`config.mk`:
```
export PLATFORM = sky130hd
export DESIGN_NAME = adv7513_reg_dump_flat
export DESIGN_NICKNAME = d
export VERILOG_FILES = /design/src/rtl/adv7513_reg_dump_if.sv /design/src/rtl/adv7513_reg_dump.sv /design/src/flat_wrapper.sv
export SDC_FILE = /design/constraint.sdc
export NUM_CORES = 1
export LEC_CHECK = 0
export BUFFER_PORTS_ARGS = -buffer_cell sky130_fd_sc_hd__buf_2
export CAP_MARGIN = 0
export CORE_UTILIZATION = 54
export CTS_CLUSTER_SIZE = 10
export DETAILED_ROUTE_END_ITERATION = 10
export PLACE_DENSITY = 0.78
export SLEW_MARGIN = 5
export SYNTH_ARGS = -nofsm -noshare
export SYNTH_HDL_FRONTEND = slang
export SYNTH_SLANG_ARGS = --single-unit
```
`constraint.sdc`:
```
create_clock -name clk -period 4.2 [get_ports clk]
set_input_delay 0.21 -clock clk [delete_from_list [all_inputs] [get_ports clk]]
set_output_delay 0.21 -clock clk [all_outputs]
set_load 0.05 [all_outputs]
```
`src/rtl/adv7513_reg_dump_if.sv`:
```
// Bus between the register-dump sequencer, its register-read stage and the record consumer.
// A record moves on every rising clk edge where out_valid and out_ready are both high; out_valid and the payload hold until then.
interface adv7513_reg_dump_if;
    logic       rd_start;
    logic [7:0] rd_addr;
    logic       rd_done;
    logic [7:0] rd_data;
    logic       out_valid;
    logic       out_ready;
    logic [7:0] out_addr;
    logic [7:0] out_data;
    logic       out_timeout;

    modport master (
        output rd_start, rd_addr, out_valid, out_addr, out_data, out_timeout,
        input  rd_done, rd_data, out_ready
    );

    modport slave (
        input  rd_start, rd_addr, out_valid, out_addr, out_data, out_timeout,
        output rd_done, rd_data, out_ready
    );
endinterface

```
`src/rtl/adv7513_reg_dump.sv`:
```
// Walks an ADV7513 register range, reading one address at a time through the read stage.
// It emits one record per address, and a record is marked as a timeout if the read stage never answers.
module adv7513_reg_dump #(
    parameter logic [7:0]  FIRST_ADDR     = 8'h00,
    parameter logic [7:0]  LAST_ADDR      = 8'hFF,
    parameter logic [15:0] TIMEOUT_CYCLES = 16'hFFFF
) (
    input  logic               clk,
    input  logic               reset,
    input  logic               go,
    output logic               busy,
    output logic               finished,
    output logic [7:0]         err_count,
    output logic [2:0]         o_dbg_state,
    adv7513_reg_dump_if.master bus
);
    typedef enum logic [2:0] {
        S_IDLE   = 3'd0,
        S_ISSUE  = 3'd1,
        S_WAIT   = 3'd2,
        S_PUSH   = 3'd3,
        S_FINISH = 3'd4
    } state_e;

    state_e      r_state;
    state_e      w_next;
    logic        r_rd_done_q;
    logic [15:0] r_tmo_cnt;
    logic [7:0]  r_rd_addr;
    logic [7:0]  r_out_addr;
    logic [7:0]  r_out_data;
    logic        r_out_timeout;
    logic [7:0]  r_err_count;
    logic        w_edge;
    logic        w_tmo;
    logic        w_xfer;
    logic        w_last;

    // rd_done is a level flag that may still be high from an earlier read, so only a rise completes a read
    assign w_edge = bus.rd_done & ~r_rd_done_q;
    assign w_tmo  = (r_tmo_cnt == TIMEOUT_CYCLES - 16'd1);
    assign w_xfer = (r_state == S_PUSH) && bus.out_ready;
    assign w_last = (r_rd_addr == LAST_ADDR);

    always_ff @(posedge clk) begin
        if (reset) r_state <= S_IDLE;
        else       r_state <= w_next;
    end

    always_comb begin
        w_next = r_state;
        case (r_state)
            S_IDLE:   if (go) w_next = (FIRST_ADDR <= LAST_ADDR) ? S_ISSUE : S_FINISH;
            S_ISSUE:  w_next = S_WAIT;
            S_WAIT:   if (w_edge || w_tmo) w_next = S_PUSH;
            S_PUSH:   if (w_xfer) w_next = w_last ? S_FINISH : S_ISSUE;
            S_FINISH: w_next = S_IDLE;
            default:  w_next = S_IDLE;
        endcase
    end

    always_comb begin
        busy            = (r_state != S_IDLE);
        finished        = (r_state == S_FINISH);
        bus.rd_start    = (r_state == S_ISSUE);
        bus.out_valid   = (r_state == S_PUSH);
        bus.rd_addr     = r_rd_addr;
        bus.out_addr    = r_out_addr;
        bus.out_data    = r_out_data;
        bus.out_timeout = r_out_timeout;
        err_count       = r_err_count;
        o_dbg_state     = r_state;
    end

    always_ff @(posedge clk) begin
        if (reset) begin
            r_rd_done_q   <= 1'b0;
            r_tmo_cnt     <= 16'd0;
            r_rd_addr     <= 8'h00;
            r_out_addr    <= 8'h00;
            r_out_data    <= 8'h00;
            r_out_timeout <= 1'b0;
            r_err_count   <= 8'h00;
        end else begin
            r_rd_done_q <= bus.rd_done;
            case (r_state)
                S_IDLE: begin
                    if (go && (FIRST_ADDR <= LAST_ADDR)) begin
                        r_rd_addr   <= FIRST_ADDR;
                        r_err_count <= 8'h00;
                    end
                end
                S_ISSUE: r_tmo_cnt <= 16'd0;
                S_WAIT: begin
                    if (w_edge) begin
                        r_out_data    <= bus.rd_data;
                        r_out_addr    <= r_rd_addr;
                        r_out_timeout <= 1'b0;
                    end else if (w_tmo) begin
                        r_out_data    <= 8'h00;
                        r_out_addr    <= r_rd_addr;
                        r_out_timeout <= 1'b1;
                        if (r_err_count != 8'hFF) r_err_count <= r_err_count + 8'd1;
                    end else begin
                        r_tmo_cnt <= r_tmo_cnt + 16'd1;
                    end
                end
                // Testing LAST_ADDR before incrementing keeps a dump ending at 8'hFF from wrapping
                S_PUSH: if (w_xfer && !w_last) r_rd_addr <= r_rd_addr + 8'd1;
                default: ;
            endcase
        end
    end
endmodule
```
`src/flat_wrapper.sv`:
```
// flat-port wrapper written by rule: the top's interface ports become plain ports
module adv7513_reg_dump_flat 
#(
    parameter logic [7:0]  FIRST_ADDR     = 8'h00,
    parameter logic [7:0]  LAST_ADDR      = 8'hFF,
    parameter logic [15:0] TIMEOUT_CYCLES = 16'hFFFF
)
  (clk, reset, go, busy, finished, err_count, o_dbg_state, bus_rd_start, bus_rd_addr, bus_out_valid, bus_out_addr, bus_out_data, bus_out_timeout, bus_rd_done, bus_rd_data, bus_out_ready);
  adv7513_reg_dump_if bus_i ();
  input  logic clk;
  input  logic reset;
  input  logic go;
  output logic busy;
  output logic finished;
  output logic [7:0] err_count;
  output logic [2:0] o_dbg_state;
  output wire logic [$bits(bus_i.rd_start)-1:0] bus_rd_start;
  output wire logic [$bits(bus_i.rd_addr)-1:0] bus_rd_addr;
  output wire logic [$bits(bus_i.out_valid)-1:0] bus_out_valid;
  output wire logic [$bits(bus_i.out_addr)-1:0] bus_out_addr;
  output wire logic [$bits(bus_i.out_data)-1:0] bus_out_data;
  output wire logic [$bits(bus_i.out_timeout)-1:0] bus_out_timeout;
  input wire logic [$bits(bus_i.rd_done)-1:0] bus_rd_done;
  input wire logic [$bits(bus_i.rd_data)-1:0] bus_rd_data;
  input wire logic [$bits(bus_i.out_ready)-1:0] bus_out_ready;
  assign bus_rd_start = bus_i.rd_start;
  assign bus_rd_addr = bus_i.rd_addr;
  assign bus_out_valid = bus_i.out_valid;
  assign bus_out_addr = bus_i.out_addr;
  assign bus_out_data = bus_i.out_data;
  assign bus_out_timeout = bus_i.out_timeout;
  assign bus_i.rd_done = bus_rd_done;
  assign bus_i.rd_data = bus_rd_data;
  assign bus_i.out_ready = bus_out_ready;
  adv7513_reg_dump #(.FIRST_ADDR(FIRST_ADDR), .LAST_ADDR(LAST_ADDR), .TIMEOUT_CYCLES(TIMEOUT_CYCLES)) u_core (.clk(clk), .reset(reset), .go(go), .busy(busy), .finished(finished), .err_count(err_count), .o_dbg_state(o_dbg_state), .bus(bus_i));
endmodule
```
==> results of run 1 <==
[sequential cells by signal, summed over array words and instances, names as in the netlist]
register and count:
u_core.bus.out_addr 8, u_core.bus.out_data 8, u_core.bus.out_timeout 1, u_core.bus.rd_addr 8, u_core.err_count 8, u_core.o_dbg_state 3
u_core.r_rd_done_q 1, u_core.r_tmo_cnt 16
[power by group]
group          internal, W  leakage, nW  switching, W
Sequential        0.000509        0.428     0.0000116
Combinational    0.0000418        0.767      0.000111
Clock             0.000131       0.0433      0.000163
[Yosys cell counts, drive strengths merged (2+ instances only)]
cell type / n / share of area (%)
nor2: 21 / 3.0
a311oi: 2 / 0.89
nand2b: 9 / 2.1
o211ai: 2 / 1.1
or3: 4 / 1.1
nor3: 6 / 1.5
nand3b: 10 / 2.8
nand4: 8 / 1.9
inv: 7 / 0.98
and3: 10 / 2.3
nor3b: 3 / 1.3
nor4: 4 / 0.93
a211o: 5 / 1.6
o21bai: 2 / 0.56
o22ai: 2 / 0.47
clkbuf: 8 / 1.1
ha: 4 / 1.9
dfxtp: 53 / 40
and2: 2 / 0.47
a21boi: 2 / 0.56
buf: 7 / 1.7
a2111oi: 3 / 1.7
a21oi: 27 / 5.0
and4: 2 / 0.65
nor2b: 3 / 0.70
a211oi: 3 / 1.0
a31oi: 3 / 0.70
o31ai: 8 / 2.2
o22a: 3 / 0.98
nand2: 24 / 3.4
o21ai: 35 / 6.5
nand3: 17 / 3.4
[worst max-delay path, delay by kind of cell, from the launching register on]
kind / cells / cell delay, ns
simple gates: 2 / 0.99
compound gates: 3 / 0.85
flops: 1 / 0.59
[path summary, 6_finish.rpt]
check / startpoint / slack, ns / depth (start not counted) / to
worst max-delay path: u_core.o_dbg_state[1] / 1.71 / 5 / u_core.r_tmo_cnt[8]
worst max register to register: u_core.o_dbg_state[1] / 1.71 / 5 / u_core.r_tmo_cnt[8]
worst min-delay path: bus_rd_data[1] / 0.13 / 3 / u_core.bus.out_data[1]
worst min register to register: u_core.bus.out_addr[5] / 0.47 / 2 / u_core.bus.out_addr[5]
[per-stage QoR]
step / setup slack, ns / power, W / hold WS, ns / area, µm²
floorplan: 1.861 / 0.0006504 / 0.3205 / 2684
global placement: 1.830 / 0.0006822 / 0.4482 / 2967
detailed placement: 1.742 / 0.0006842 / 0.4579 / 2967
CTS: 1.718 / 0.0009768 / 0.1277 / 3057
global route: 1.422 / 0.001006 / 0.1389 / 3057
finish: 1.709 / 0.0009669 / 0.1318 / 3057
[cell families after synthesis]
group                    after synthesis
AND/OR/NAND/NOR                      128
XOR/XNOR                               1
multiplexers                           2
AO/OA/AOI/OAI                        105
adder cells (fa/ha/maj)                4
buffers and inverters                 22
flip-flops                            53
[area by class of cell]
class,instances,area [µm²],share of cell area [%]
Clock buffer,6,82.58,2.702
Clock inverter,1,7.507,0.2456
Inverter,7,26.28,0.8596
Multi-Input combinational cell,240,1520,49.73
Sequential cell,53,1061,34.71
Tap cell,67,83.83,2.743
Timing Repair Buffer,54,275.3,9.005
[routing by layer]
layer | vias to the layer above | global-route usage, % | share of wire (%)
li1 | 1269 | - | -
met1 | 1162 | 33.80 | 47
met2 | 81 | 37.90 | 45
met3 | 6 | 4.861 | 6.8
met4 | 0 | 6.318 | 0.92
met5 | - | 0 | 0
==> results by group, run 1 <==
Status
  • Outcome: finished, final reports clean

Synth
  • Register area share after synthesis: around two fifths
  • Compound-Gate Fraction of Synth Area: a little over a quarter
  • Post-synthesis async set-or-reset flop share: 0%
  • Synth Area in Simple Gates: between 20 and 30%
  • Flops & latches, synth: 53
  • Mux share of post-synthesis cell area: less than 1%
  • Synth Area in XOR/XNOR: less than 1%
  • Syn_nets: ~330
  • Largest family of logic cells by synthesized area: simple AND/OR/NAND/NOR gates
  • Post-synthesis adder-cell area fraction: around 1.9%
  • Synthesized area: 0.002684 mm²
  • Yosys cell types: 60
  • Syn_area_per_cell: 8.520 µm²
  • Number of flops mapped to enable cells by yosys: 0
  • Number of synthesis warnings: 0
  • Ys flop type: dfxtp_1
  • Mapped Cells: around 320

Placed design
  • DP Cell Count: about 420
  • GP Congestion: about 0.9
  • Post-DP HPWL: ~4300 µm
  • Port-buffer cells: between 50 and 60

Timing
  • Final Cycle Share: between 50% and 60%
  • # setup viols final: 0
  • Final critical-path required period: 2.491 ns
  • Slew Limit Fails: 0
  • Unrepaired setup endpoints after global routing: no
  • Max_slew headroom: 53.58%
  • FMAX: between 400 and 500 MHz
  • Final hold violation count: 0
  • Final setup TNS: 0 ns
  • Clk_skew: approximately 0.003 ns
  • Worst-Margin Slew: between 0.6 and 0.7 ns

Floorplan
  • Num ports: 53
  • Num rows: 25
  • Initial Utilization: 56.45%
  • Die Ht: a little over 70 µm
  • Die width: 72.50 µm
  • Die ar.: ~0.0053 mm²
  • Core ar.: around 0.0048 mm²

Layout
  • Filler cells: about 430
  • Layout cells sized above 1: roughly a fifth
  • Area delta synth->final: 13.89%
  • Highest-count cells in the layout ignoring fill and taps: 53 x dfxtp_1, 52 x buf_2, 34 x o21ai_0
  • Final Non-Filler Cells: between 400 and 500
  • Diodes inserted: 0
  • Most common cell after layout, fill and taps aside: dfxtp_1
  • Final net count: about 380
  • Fin util: between 60 and 70%

Clocking
  • Reg clk slew, reported paths: 0.09 ns
  • CTS resizes: 0
  • Max Root-Sink Buffers: 2
  • Clock H-tree levels: 2
  • CTS Buf Count: 5
  • Worst-Skew Late Latency: around 0.30 ns
  • Root buf cell: clkbuf_8
  • Post-CTS Hold Buffers: 0
  • Post-CTS setup buffer count: 0
  • Clock sink total: 53
  • TritonCTS clock tree: yes

Global routing
  • Largest net degree at the start of global routing: 39
  • Gr ovfl total: 0
  • Vias in the first global route: roughly 2100
  • Initial antenna violation count: 0
  • Global-route wire length before repair: 10030 µm
  • All-layer global routing usage: between 20% and 30%

Pwr
  • Leakage: around 1.2 nW
  • Pwr/cell area: 316.3 mW/mm²
  • Worst vdd ir: 0.1668 mV

Route
  • Post-route ant nets: 0
  • Residual DRC count: 0
  • Total wire length: a little over 6000 µm
  • Iteration-0 DRC Markers: 160
  • Routed vias: about 2500
  • WL/cell: 14.54 µm
  • Initial DRT Pass Iterations: 5
  • Vias per inst: 5.883

Setup path
  • Setup crit end kind: flip-flop
  • Startpoint Class: flip-flop
  • CP peak stage delay: 0.61 ns
  • Critical-path cell list: nor3b_4, nand2b_1, a211oi_2, o21ai_0, a31oi_1
  • Slowest cell on crit path: nor3b_4
  • WS Path Type: flip-flop to flip-flop
  • WP data required: 4.44 ns
  • Crit path max fanout: 14
  • CP arrival: about 2.7 ns

Flow run
  • Max_cap viols: 0

Min path
  • Worst hold path class: primary input to flip-flop
No activity file was read; power rests on OpenSTA's default activity.
==> run 2, diff against run 1 <==
--- a/config.mk
+++ b/config.mk
@@ -7,10 +7,10 @@
 export LEC_CHECK = 0
 export BUFFER_PORTS_ARGS = -buffer_cell sky130_fd_sc_hd__buf_2
 export CAP_MARGIN = 0
-export CORE_UTILIZATION = 54
+export CORE_UTILIZATION = 49
 export CTS_CLUSTER_SIZE = 10
 export DETAILED_ROUTE_END_ITERATION = 10
-export PLACE_DENSITY = 0.78
+export PLACE_DENSITY = 0.75
 export SLEW_MARGIN = 5
 export SYNTH_ARGS = -nofsm -noshare
 export SYNTH_HDL_FRONTEND = slang
==> constraint.sdc (replaced) <==
create_clock -name clk -period 2.1 [get_ports clk]
set_input_delay 0.105 -clock clk [delete_from_list [all_inputs] [get_ports clk]]
set_output_delay 0.105 -clock clk [all_outputs]
set_load 0.05 [all_outputs]
==> run 2 against run 1 <==
Effect of this change: flip-flop and latch count unchanged; sequential power grew 100%; count of clock-buffer cells in the layout stayed put; utilization down 0.80 points; routed wire length is 12% higher; maximum frequency rose by 21%; sequential share of layout area shrank 2.3 points; cell count increased by 5.4%; clock skew is 0.0036 ns higher; first-iteration DRC count is 43% higher; design area grew 8.1%; die area up 9.9%; largest cell class unchanged.
==> results by group, run 2 (synthesis results as in run 1) <==
Timing
  • # setup viols final: 0
  • Final Cycle Share: just under 100%
  • Clk_skew: 0.006709 ns
  • Final setup TNS: 0 ns
  • FMAX: a little under 500 MHz
  • Final critical-path required period: 2.059 ns
  • Hold WS: 0.02285 ns
  • Worst-Margin Slew: 0.5572 ns
  • Final hold violation count: 0
  • Max_slew headroom: between 60% and 70%
  • Slew Limit Fails: 0
  • Final WS setup: roughly 0.041 ns

Route
  • Iteration-0 DRC Markers: approximately 230
  • Routed vias: 2662
  • Post-route ant nets: 0
  • Total wire length: 6964 µm
  • Vias per inst: between 5 and 6
  • Initial DRT Pass Iterations: 5
  • Residual DRC count: 0
  • WL/cell: 15.44 µm

Layout
  • Max reg flops: 16
  • Area delta synth->final: 23.12%
  • Post-route cell area: 0.003304 mm²
  • Highest-count cells in the layout ignoring fill and taps: 52 x buf_2, 47 x dfxtp_1, 34 x o21ai_0
  • Final net count: 397
  • Most common cell after layout, fill and taps aside: buf_2
  • Most flops, register: u_core.r_tmo_cnt
  • Diodes inserted: 0
  • Final Non-Filler Cells: around 450
  • Filler cells: 470
  • Layout cells sized above 1: between 20% and 30%

Global routing
  • Initial antenna violation count: 0
  • All-layer global routing usage: around a quarter
  • Global-route wire length before repair: about 11000 µm
  • Largest net degree at the start of global routing: 26
  • Gr ovfl total: 0
  • Vias in the first global route: between 2000 and 2500

Min path
  • Worst hold path class: primary input to flip-flop
  • Hold Startpoint: bus_rd_data[0]
  • Hold endpoint: u_core.bus.out_data[0]
  • Hold Crit Depth: 3

Pwr
  • Leakage: ~1.4 nW
  • Worst vdd ir: 0.3151 mV
  • Pwr/cell area: approximately 610 mW/mm²

Setup path
  • WS Path Type: flip-flop to flip-flop
  • Setup crit end kind: flip-flop
  • R2R Setup Slk: 0.04 ns
  • Slowest cell on crit path: or3_4
  • Family with the most delay on the worst path: compound AO/OA/AOI/OAI gates
  • Worst reg2reg path startpoint: u_core.r_tmo_cnt[0]
  • Reg2Reg Depth: 8
  • CP arrival: between 2 and 2.5 ns
  • WP data required: roughly 2.3 ns
  • RR Endpoint: u_core.r_tmo_cnt[5]
  • Critical-path cell list: inv_4, ha_4, nand4_1, or3_4, o211ai_4, clkbuf_16, a21oi_1, o221a_2
  • Startpoint Class: flip-flop
  • CP peak stage delay: roughly 0.44 ns
  • Crit path max fanout: 4
  • Buf+Inv Stages, Crit Path: 2

Clocking
  • Worst-Skew Late Latency: 0.32 ns
  • Max Root-Sink Buffers: 2
  • Clock H-tree levels: 2
  • Root buf cell: clkbuf_8
  • Reg clk slew, reported paths: ~0.10 ns
  • TritonCTS clock tree: yes
  • CTS Buf Count: 5
  • Post-CTS Hold Buffers: 0
  • Clock sink total: 53

Placed design
  • Post-DP HPWL: ~4800 µm
  • DP Cell Count: 440
  • Worst slack, placed: 0.08116 ns
  • Cell Area, Placed: roughly 0.0031 mm²
  • Port-buffer cells: 52
  • GP Congestion: 0.9365

Floorplan
  • Num rows: 26
  • Initial Utilization: between 50% and 60%
  • Die ar.: 0.005778 mm²
  • Die Ht: between 70 and 80 µm
  • Die width: 76.01 µm
  • Core ar.: approximately 0.0052 mm²
  • Num ports: 53

Flow run
  • Max_cap viols: 0

Status
  • Outcome: finished, final reports clean
-- run 2: cell count changes in the layout (fill, tap and decap cells not counted), moves of 2 or more --
cell	change
buf_4	+16
dfxtp_1	-6
dfxtp_2	+5
clkbuf_16	+2
inv_1	-2
-- run 2: layout make-up --
cell class / instances / area, µm² / share of cell area [%]
Multi-Input combinational cell: 240 / 1562 / 47.25
Sequential cell: 53 / 1071 / 32.41
Timing Repair Buffer: 73 / 465.4 / 14.09
Tap cell: 70 / 87.58 / 2.651
Clock buffer: 6 / 72.57 / 2.196
Inverter: 7 / 32.53 / 0.9845
Clock inverter: 2 / 13.76 / 0.4165
-- run 2: report_power, final --
part / switching (W) / internal (W)
sequential: 0.0000170 / 0.00102
combinational: 0.000246 / 0.000131
clock: 0.000358 / 0.000239
-- run 2: routing by layer --
metal | part of all wire [%] | track usage [%] | vias up
li1 | - | - | 1309
met1 | 47 | 33.41 | 1228
met2 | 45 | 37.27 | 104
met3 | 5.7 | 4.072 | 21
met4 | 2.9 | 8.654 | 0
met5 | 0 | 0 | -
-- run 2: tightest hold or removal path, stage by stage --
cell and delay (ns):
buf_2 0.10, nand2_1 0.04, a21oi_1 0.05
-- run 2: how the worst max path moves through the flow --
stage | from | endpoint | depth (start not counted)
floorplan | u_core.err_count[1] | u_core.err_count[5] | 6
global placement | u_core.r_tmo_cnt[0] | u_core.r_tmo_cnt[10] | 8
detailed placement | u_core.r_tmo_cnt[0] | u_core.r_tmo_cnt[10] | 8
CTS | u_core.r_tmo_cnt[0] | u_core.r_tmo_cnt[10] | 8
global route | u_core.r_tmo_cnt[0] | u_core.r_tmo_cnt[5] | 8
finish | u_core.r_tmo_cnt[0] | u_core.r_tmo_cnt[5] | 8
-- run 2: stage by stage --
| step | total power, W | util [%] |
|---|---|---|
| 2_1_floorplan | 0.001309 | - |
| 3_3_place_gp | 0.001402 | 59.93 |
| 3_5_place_dp | 0.001404 | 59.93 |
| 4_1_cts | 0.001980 | 61.59 |
| 5_1_grt | 0.002088 | 63.49 |
| 6_report | 0.002010 | 63.49 |
-- run 2: what timing repair did --
item | 4_1_cts | 5_1_grt
setup endpoints to repair | 0 | 11
resized for setup | 0 | 13
buffers inserted | 0 | 1
